$ cat src/rtl/core_pkg.sv
// Shared RV32 core definitions: widths, forward-select encodings, and the
// in-flight destination tracker entry.
package core_pkg;

  localparam int XLEN   = 32;
  localparam int REG_AW = 5;
  localparam int FWD_W  = 3;

  // Operand source select: regfile, or result of post-decode stage k (k+1)
  localparam logic [FWD_W-1:0] FWD_RF   = 3'd0;
  localparam logic [FWD_W-1:0] FWD_STG0 = 3'd1;
  localparam logic [FWD_W-1:0] FWD_STG1 = 3'd2;
  localparam logic [FWD_W-1:0] FWD_STG2 = 3'd3;
  localparam logic [FWD_W-1:0] FWD_STG3 = 3'd4;

  // One in-flight instruction that will write a register
  typedef struct packed {
    logic              vld;
    logic [REG_AW-1:0] rd;
    logic              is_load;
  } trk_entry_t;

  localparam int TRK_W = $bits(trk_entry_t);

  // Select code for a forward from tracked stage k
  function automatic logic [FWD_W-1:0] fwd_stage_sel(input int k);
    return FWD_STG0 + FWD_W'(k);
  endfunction

endpackage

$ cat src/rtl/operand_fwd.sv
// Per-operand forwarding: picks the youngest in-flight producer of the
// source register, muxes its stage result, and flags a load-use hazard when
// that producer is a load whose data is not yet available.
module operand_fwd
  import core_pkg::*;
#(
  parameter int XLEN             = core_pkg::XLEN,
  parameter int REG_AW           = core_pkg::REG_AW,
  parameter int DEPTH            = 2,
  parameter int LOAD_READY_STAGE = 1
) (
  input  logic [DEPTH*TRK_W-1:0] i_trk,
  input  logic [DEPTH*XLEN-1:0]  i_stage_data,
  input  logic [REG_AW-1:0]      i_rs,
  input  logic                   i_rs_used,
  input  logic [XLEN-1:0]        i_rf_data,
  output logic [FWD_W-1:0]       o_sel,
  output logic [XLEN-1:0]        o_data,
  output logic                   o_load_use
);

  trk_entry_t w_ent;

  // Priority match: scan oldest to youngest so the lowest stage index wins
  always_comb begin
    o_sel      = FWD_RF;
    o_data     = i_rf_data;
    o_load_use = 1'b0;
    w_ent      = '0;
    for (int k = DEPTH - 1; k >= 0; k--) begin
      w_ent = i_trk[k*TRK_W +: TRK_W];
      if (i_rs_used && (i_rs != '0) && w_ent.vld && (w_ent.rd == i_rs)) begin
        o_sel      = fwd_stage_sel(k);
        o_data     = i_stage_data[k*XLEN +: XLEN];
        o_load_use = w_ent.is_load && (k < LOAD_READY_STAGE);
      end
    end
  end

endmodule

$ cat src/rtl/hazard_ctrl.sv
// Data/control hazard controller: tracks in-flight destination registers,
// forwards the youngest result to ID operands, stalls on load-use and
// inserts bubbles after a taken jump.
module hazard_ctrl
  import core_pkg::*;
#(
  parameter int XLEN             = core_pkg::XLEN,
  parameter int REG_AW           = core_pkg::REG_AW,
  parameter int DEPTH            = 2,
  parameter int LOAD_READY_STAGE = 1,
  parameter int FLUSH_CYCLES     = 2
) (
  input  logic                  clk,
  input  logic                  rst,
  input  logic                  id_vld,
  input  logic [REG_AW-1:0]     id_rs1,
  input  logic [REG_AW-1:0]     id_rs2,
  input  logic                  id_rs1_used,
  input  logic                  id_rs2_used,
  input  logic [REG_AW-1:0]     id_rd,
  input  logic                  id_rd_wr,
  input  logic                  id_is_load,
  input  logic [XLEN-1:0]       rf_rs1_data,
  input  logic [XLEN-1:0]       rf_rs2_data,
  input  logic [DEPTH*XLEN-1:0] stage_data,
  input  logic                  jump_flag,
  output logic [XLEN-1:0]       rs1_data,
  output logic [XLEN-1:0]       rs2_data,
  output logic [2:0]            fwd_rs1_sel,
  output logic [2:0]            fwd_rs2_sel,
  output logic                  hold,
  output logic                  flush
);

  trk_entry_t             r_trk [DEPTH];
  logic [2:0]             r_fcnt;
  logic [DEPTH*TRK_W-1:0] w_trk_flat;
  trk_entry_t             w_new;
  logic                   w_lu1;
  logic                   w_lu2;

  // Flatten tracker for the per-operand matchers
  always_comb begin
    w_trk_flat = '0;
    for (int k = 0; k < DEPTH; k++) begin
      w_trk_flat[k*TRK_W +: TRK_W] = r_trk[k];
    end
  end

  operand_fwd #(
    .XLEN(XLEN), .REG_AW(REG_AW), .DEPTH(DEPTH), .LOAD_READY_STAGE(LOAD_READY_STAGE)
  ) u_fwd_rs1 (
    .i_trk(w_trk_flat), .i_stage_data(stage_data), .i_rs(id_rs1),
    .i_rs_used(id_rs1_used), .i_rf_data(rf_rs1_data),
    .o_sel(fwd_rs1_sel), .o_data(rs1_data), .o_load_use(w_lu1)
  );

  operand_fwd #(
    .XLEN(XLEN), .REG_AW(REG_AW), .DEPTH(DEPTH), .LOAD_READY_STAGE(LOAD_READY_STAGE)
  ) u_fwd_rs2 (
    .i_trk(w_trk_flat), .i_stage_data(stage_data), .i_rs(id_rs2),
    .i_rs_used(id_rs2_used), .i_rf_data(rf_rs2_data),
    .o_sel(fwd_rs2_sel), .o_data(rs2_data), .o_load_use(w_lu2)
  );

  // Flush outranks a stall; a held or killed ID instruction enters EX as a bubble
  always_comb begin
    flush       = jump_flag | (r_fcnt != 3'd0);
    hold        = id_vld & (w_lu1 | w_lu2) & ~flush;
    w_new.vld   = id_vld & id_rd_wr & (id_rd != '0) & ~hold & ~flush;
    w_new.rd    = id_rd;
    w_new.is_load = id_is_load;
  end

  // Tracker shift register: entry 0 is EX, older entries move down each cycle
  always_ff @(posedge clk or posedge rst) begin
    if (rst) begin
      for (int k = 0; k < DEPTH; k++) begin
        r_trk[k] <= '0;
      end
    end else begin
      r_trk[0] <= w_new;
      for (int k = 1; k < DEPTH; k++) begin
        r_trk[k] <= r_trk[k-1];
      end
    end
  end

  // Flush counter: reloads on every jump, then counts the remaining bubbles
  always_ff @(posedge clk or posedge rst) begin
    if (rst) begin
      r_fcnt <= 3'd0;
    end else if (jump_flag) begin
      r_fcnt <= 3'(FLUSH_CYCLES - 1);
    end else if (r_fcnt != 3'd0) begin
      r_fcnt <= r_fcnt - 3'd1;
    end
  end

endmodule

$ cat config.mk
export PLATFORM = sky130hd
export DESIGN_NAME = hazard_ctrl
export DESIGN_NICKNAME = d
export VERILOG_FILES = /design/src/rtl/core_pkg.sv /design/src/rtl/operand_fwd.sv /design/src/rtl/hazard_ctrl.sv
export SDC_FILE = /design/constraint.sdc
export NUM_CORES = 1
export LEC_CHECK = 0
export BUFFER_PORTS_ARGS = -buffer_cell sky130_fd_sc_hd__buf_2
export CORE_MARGIN = 4
export CORE_UTILIZATION = 36
export DETAILED_ROUTE_END_ITERATION = 16
export GPL_ROUTABILITY_DRIVEN = 1
export GPL_TIMING_DRIVEN = 0
export PLACE_DENSITY = 0.86
export SYNTH_ARGS = -nofsm -noshare
export SYNTH_HDL_FRONTEND = slang
export SYNTH_SLANG_ARGS = --single-unit
$ cat constraint.sdc
create_clock -name clk -period 2.1 [get_ports clk]
set_input_delay 0.315 -clock clk [delete_from_list [all_inputs] [get_ports clk]]
set_output_delay 0.315 -clock clk [all_outputs]
set_load 0.1 [all_outputs]
==> qor.yml, run 1 <==
run_status:
  status: "did not finish"
  stop_stage: "4_1_cts"
  stop_error: "[ERROR DPL-0038] Utilization greater than 100%, impossible to legalize"
placed_design:
  placed_area_um2: 4410
  gp_congestion: 0.894
  io_buffers: 220
  dp_hpwl_mm: 8.89
synth:
  async_reset_ff_share_pct: 100
  yosysTopAreaCell: "a21oi_1"
  yosys.cell_types.count: 26
  ys_seq_area_share_pct: 18.3
  synth_top_cell_area_share_pct: 27.9
  yosysMostFrequentCell: "a21oi_1"
  yosys-top-cells-area: "a21oi_1, dfrtp_1, nor2_1"
  syn_inst: 363
  synth_seq_cells: 16
  synth_area_um2: 2190
  synth_flop_cell: "dfrtp_1"
  ys_warn_count: 0
  syn_avg_cell_area_um2: 6.04
  synthTopCellsByCount: "a21oi_1, nor2_1, nand2_1, dfrtp_1, xnor2_1"
  synth-edff-count: 0
cts:
  numClockSinks: 16
  ctsHoldBuffers: 0
  cts.path.max_buffers: 2
  h-tree-depth: 1
  cts_buffers: 3
  cts_resized: 417
  cts_setup_buffers: 19
  root_buffer: "clkbuf_8"
floorplan:
  fp.dieH_um: 86.0
  io_pins: 223
  num_rows: 28
  die_w_um: 86.0
  start_util_pct: 37.0
[through the flow]
stage | setup slack (ns) | instances
floorplan | -0.284 | 364
global placement | -0.747 | 659
detailed placement | -0.760 | 659
[cells by family after synthesis]
kind of cell / synth area share, %
AND/OR/NAND/NOR: 31.8
adder cells (fa/ha/maj): 1.14
buffers and inverters: 10.1
flip-flops: 18.3
AO/OA/AOI/OAI: 30.2
XOR/XNOR: 8.40
other: 0.171
==> inputs of run 2 (changes only) <==
Settings changed: CORE_UTILIZATION 36 to 30, PLACE_DENSITY 0.86 to unset, PLACE_DENSITY_LB_ADDON set to 0.15.
==> run 2 against run 1 <==
  * The flow now finishes, with violations (negative setup slack)
  * Synthesized cell count stayed put
  * Area after synthesis did not move
==> qor.yml, run 2 <==
cts:
  path_clk_slew_ns: 0.06
  cts_buffers: 3
  cts.path.max_buffers: 2
  ctsHoldBuffers: 0
  worstSkewPairLatency_ns: 0.25
  cts_tree: "built"
  h-tree-depth: 1
  numClockSinks: 16
  root_buffer: "clkbuf_8"
final_layout:
  largest_reg_flops: 13
  post-route-util_pct: 93.8
  top_regs: "r_trk x13, r_fcnt x3"
  layout_commonest_cell: "buf_2"
  regMostFlops: "r_trk"
  drive_gt1_share_pct: 73.3
  fin_area_um2: 6510
  nets: 765
  syn2layout_area_growth_pct: 197
  final_cell_mix: "buf_2, a21oi_4, buf_12"
floorplan:
  io_pins: 223
  die_area_um2: 8730
  num_rows: 30
  die_w_um: 93.5
  fp.coreArea_um2: 6940
  start_util_pct: 31.5
  fp.dieH_um: 93.5
timing:
  hold_viol_final: 0
  finalSetupTns_ns: -34.93
  relSlewSlack_pct: 60.1
  fmax_mhz: 370
  worst_slew_pin_slew_ns: 0.599
  final-setup-viol-count: 69
  finalCritPeriodShare_pct: 129
  drv_slew: 0
  skew_ns: 0.00360
  rsz0062_at_grt: "true"
  fin_hold_ws_ns: 0.125
  setup_ws_ns: -0.600
  layout_min_cycle_time_ns: 2.70
critical_path:
  startpoint_type: "register"
  worst-r2r-setup-slack_ns: 0.30
  required_ns: 1.78
  reg2reg_from: "r_trk[9]"
  critPathLaunch: "r_trk[1]"
  worstPathArrival_ns: 2.39
  endpoint_kind: "output port"
  cp_max_fo: 10
  reg2reg_depth: 7
  criticalPathCategory: "register to output port"
  cp-endpoint: "rs1_data[8]"
  r2r-end: "r_trk[13]"
synth:
  syn_inst: 363
  synthSimpleGateAreaFrac_pct: 31.8
  yosys.cell_types.count: 26
  yosys-top-cells-area: "a21oi_1, dfrtp_1, nor2_1"
  synth_seq_cells: 16
  synth_top_cell_area_share_pct: 27.9
  synth_mux_area_share_pct: 0
  synth_xor_xnor_area_share_pct: 8.40
  synth_compound_area_share_pct: 30.2
  ys_seq_area_share_pct: 18.3
  synth-edff-count: 0
  async_reset_ff_share_pct: 100
  yosysMostFrequentCell: "a21oi_1"
  synthTopCellsByCount: "a21oi_1, nor2_1, nand2_1, dfrtp_1, xnor2_1"
  syn_avg_cell_area_um2: 6.04
  synth_area_um2: 2190
  ys_warn_count: 0
  synth_top_family_by_area: "simple AND/OR/NAND/NOR gates"
  synthAdderAreaFrac_pct: 1.14
  yosysTopAreaCell: "a21oi_1"
  synth_flop_cell: "dfrtp_1"
placed_design:
  placed_area_um2: 4440
  gp_congestion: 0.863
  dp_hpwl_mm: 8.98
  post-place-ws_ns: -0.748
  io_buffers: 220
detailed_routing:
  drt_first_pass_iters: 5
  ant_nets: 0
  drc_errors: 0
  num_vias: 4276
  vias_per_cell: 6.02
  drt-initial-drc-count: 280
  wirelength_mm: 18.3
  drt-wirelength-per-cell_um: 25.7
job:
  drv_cap: 0
hold_path:
  hold_path.class: "input port to asynchronous set/reset pin"
run_status:
  status: "finished with violations"
  violations: "negative setup slack"
global_route:
  grt_usage_pct: 29.4
  grt_overflow: 0
  grt_max_degree: 17
  grt_pass1_wl_mm: 20.7
  antenna_found_initial: 3
  grt_pass1_vias: 4160
pwr:
  irDropWorstVdd_mv: 0.522
  powerDensity_nw_per_um2: 329
  p_leak_nw: 2.84
run 2: cell counts after synthesis:
Identical to the previous run, type by type.
run 2: layer usage:
metal  part of all wire (%)  GRT usage (%)
met5                  0.071              0
met4                    7.9           16.0
met3                    9.3           7.16
met2                     49           54.5
met1                     34           30.0
run 2: layout make-up:
cell class	count	area (um2)
Clock buffer	4	55.1
Buffer	28	340
Timing Repair Buffer	244	2470
Fill cell	212	433
Inverter	6	37.5
Multi-Input combinational cell	313	3080
Tap cell	96	120
Antenna cell	3	7.51
Sequential cell	16	400
run 2: power by group:
group          internal, W  switching [W]  leakage [nW]
Sequential        0.000341      0.0000280         0.193
Clock             0.000166       0.000106        0.0288
Combinational     0.000544       0.000955          2.61
run 2: logic make-up after synthesis:
logic type	count (synthesis)
AND/OR/NAND/NOR	159
buffers and inverters	35
adder cells (fa/ha/maj)	2
XOR/XNOR	21
other	1
flip-flops	16
AO/OA/AOI/OAI	129
run 2: repair_timing:
action                                 4_1_cts  5_1_grt
setup endpoints to repair                   69       70
gates cloned                                 1        4
pin swaps                                   18       33
setup buffers                               10       10
endpoints found under the hold margin        0        0
resized for setup                          345      107
run 2: worst min path at each step:
stage	startpoint	to	slack, ns
global route	rst	r_fcnt[2]	0.17
detailed placement	rst	r_fcnt[0]	0.41
finish	rst	r_trk[8]	0.12
global placement	rst	r_fcnt[1]	0.38
CTS	rst	r_fcnt[2]	0.14
floorplan	rst	r_fcnt[0]	0.23
run 2: stage by stage:
step,total power (W),instances
finish,0.00214,710
global route,0.00221,710
CTS,0.00202,695
detailed placement,0.00151,680
global placement,0.00149,680
floorplan,0.00123,364
run 2: worst max-delay path, stage by stage, from the launching register on:
cell     delay, ns
dfrtp_1       0.44
xnor2_1       0.24
nand4_1       0.21
nor3_4        0.36
buf_2         0.35
a21oi_1       0.16
a21oi_4       0.18
buf_12        0.20
(Power assumes the default switching activity.)
==> inputs of run 3 (changes only) <==
Settings changed: CAP_MARGIN set to 20, TNS_END_PERCENT set to 5.
==> run 3 against run 2 <==
  * The flow still finishes with violations (negative setup slack)
  * Combinational power fell by 5%
  * Register-to-register slack improved by 0.16 ns
  * Setup slack improved by 0.13 ns
  * Sequential share of layout area rose by 0.67 points
  * Count of clock-buffer cells in the layout did not move
  * Maximum frequency rose by 5.2%
  * Clock power fell by 2%
  * Via count fell by 13%
  * Hold slack got worse by 0.0072 ns
  * Sequential power fell by 1%
  * Critical endpoint is now rs2_data[11]
  * Largest cell class unchanged
  * Highest routed layer is now met4
==> qor.yml, run 3 (same netlist as run 2, synthesis figures left out) <==
final_layout:
  largest_reg_flops: 13
  regMostFlops: "r_trk"
  fill_cells: 353
  nets: 752
  n_antenna_cell: 0
  layout_commonest_cell: "buf_2"
  fin_area_um2: 5870
  post-route-util_pct: 84.5
  drive_gt1_share_pct: 66.9
  top_regs: "r_trk x13, r_fcnt x3"
  final_cell_mix: "buf_2, a21oi_4, nand2_1"
  syn2layout_area_growth_pct: 168
global_route:
  grt_usage_pct: 26.7
  grt_overflow: 0
  grt_pass1_vias: 3870
  antenna_found_initial: 0
  grt_max_degree: 17
  grt_pass1_wl_mm: 18.9
floorplan:
  die_w_um: 93.5
  start_util_pct: 31.5
  io_pins: 223
  num_rows: 30
  fp.dieH_um: 93.5
  fp.coreArea_um2: 6940
  die_area_um2: 8730
detailed_routing:
  drc_errors: 0
  ant_nets: 0
  drt-initial-drc-count: 146
  drt_first_pass_iters: 6
  num_vias: 3739
  vias_per_cell: 5.39
  drt-wirelength-per-cell_um: 19.5
  wirelength_mm: 13.5
pwr:
  powerDensity_nw_per_um2: 349
  p_leak_nw: 2.64
  irDropWorstVdd_mv: 0.474
  total_power_w: 0.00205
critical_path:
  endpoint_kind: "output port"
  startpoint_type: "register"
  slowest_delay_ns: 0.40
  required_ns: 1.78
  cp_max_fo: 8
  worstPathArrival_ns: 2.25
  crit_chain: "buf_6, xor2_2, nor4_4, nand4b_4, inv_8, clkbuf_16, a21oi_1, a21oi_4, buf_12"
  criticalPathCategory: "register to output port"
  slowest_stage: "dfrtp_1"
placed_design:
  post-place-ws_ns: -0.760
  gp_congestion: 0.844
  dp_hpwl_mm: 8.69
  io_buffers: 220
  placed_area_um2: 4390
cts:
  worstSkewPairLatency_ns: 0.25
  h-tree-depth: 1
  numClockSinks: 16
  cts_tree: "built"
  root_buffer: "clkbuf_8"
  cts_buffers: 3
  ctsHoldBuffers: 0
  path_clk_slew_ns: 0.06
  cts.path.max_buffers: 2
job:
  drv_cap: 0
timing:
  drv_slew: 0
  finalCritPeriodShare_pct: 122
  layout_min_cycle_time_ns: 2.57
  rsz0062_at_grt: "true"
  hold_viol_final: 0
  final-setup-viol-count: 69
  setup_ws_ns: -0.467
  fmax_mhz: 389
  skew_ns: 0.00315
  worst_slew_pin_slew_ns: 0.580
  relSlewSlack_pct: 61.3
run_status:
  status: "finished with violations"
  violations: "negative setup slack"
hold_path:
  hold_path.class: "input port to asynchronous set/reset pin"
run 3: cell count changes in the layout (fill, tap and decap cells not counted), sizes merged:
cell and change:
buf -11, diode -3, clkbuf -2, clkinv +1
inv -1
run 3: critical path, delay by kind of cell (launching register included):
| kind | cells | cell delay [ns] |
|---|---|---|
| AO/OA/AOI/OAI | 2 | 0.23 |
| XOR/XNOR | 1 | 0.15 |
| buffers and inverters | 4 | 0.66 |
| flip-flops | 1 | 0.40 |
| AND/OR/NAND/NOR | 2 | 0.55 |
run 3: worst paths after layout:
path                       slack [ns]  startpoint  cells past startpoint           end
setup reg to reg                 0.46    r_trk[9]                      6     r_trk[13]
hold reg to reg                  0.43   r_trk[10]                      0      r_trk[3]
setup / recovery                -0.47    r_trk[9]                      9  rs2_data[11]
min in group clk                 0.17  id_is_load                      1      r_trk[7]
hold / removal                   0.12         rst                      2      r_trk[9]
max in group asynchronous        1.60         rst                      2      r_trk[5]
run 3: final cells by class:
cell class	count	area [um2]	area share (%)
inverters	6	35.0	0.597
well taps	96	120	2.05
flip-flops and latches	16	400	6.82
repair buffers	230	2240	38.2
plain buffers	29	293	4.99
multi-input cells	313	2720	46.4
clock buffers	4	55.1	0.938
run 3: through the flow:
stage,setup TNS (ns),hold slack [ns],instances
global placement,-42.72,0.393,680
global route,-32.96,0.175,694
floorplan,-17.68,0.229,364
detailed placement,-43.63,0.407,680
finish,-27.62,0.118,694
CTS,-27.49,0.135,692
run 3: repair_timing:
action | CTS | global route
endpoints found under the setup margin | 69 | 70
pin swaps | 27 | 18
resized for setup | 306 | 55
buffers inserted | 5 | 1
gates cloned | 3 | 1
run 3: metal layers:
| layer | share of wire (%) | up-vias | track usage (%) |
|---|---|---|---|
| met4 | 3.9 | 0 | 8.30 |
| met3 | 8.3 | 40 | 4.83 |
| met5 | 0 | - | 0 |
| li1 | - | 1699 | - |
| met1 | 34 | 1766 | 30.1 |
| met2 | 53 | 234 | 50.3 |
run 3: report_power, final:
| part | switching, W | total (W) | internal [W] |
|---|---|---|---|
| Clock | 0.000101 | 0.000267 | 0.000166 |
| Sequential | 0.0000242 | 0.000365 | 0.000341 |
| Combinational | 0.000886 | 0.00142 | 0.000530 |
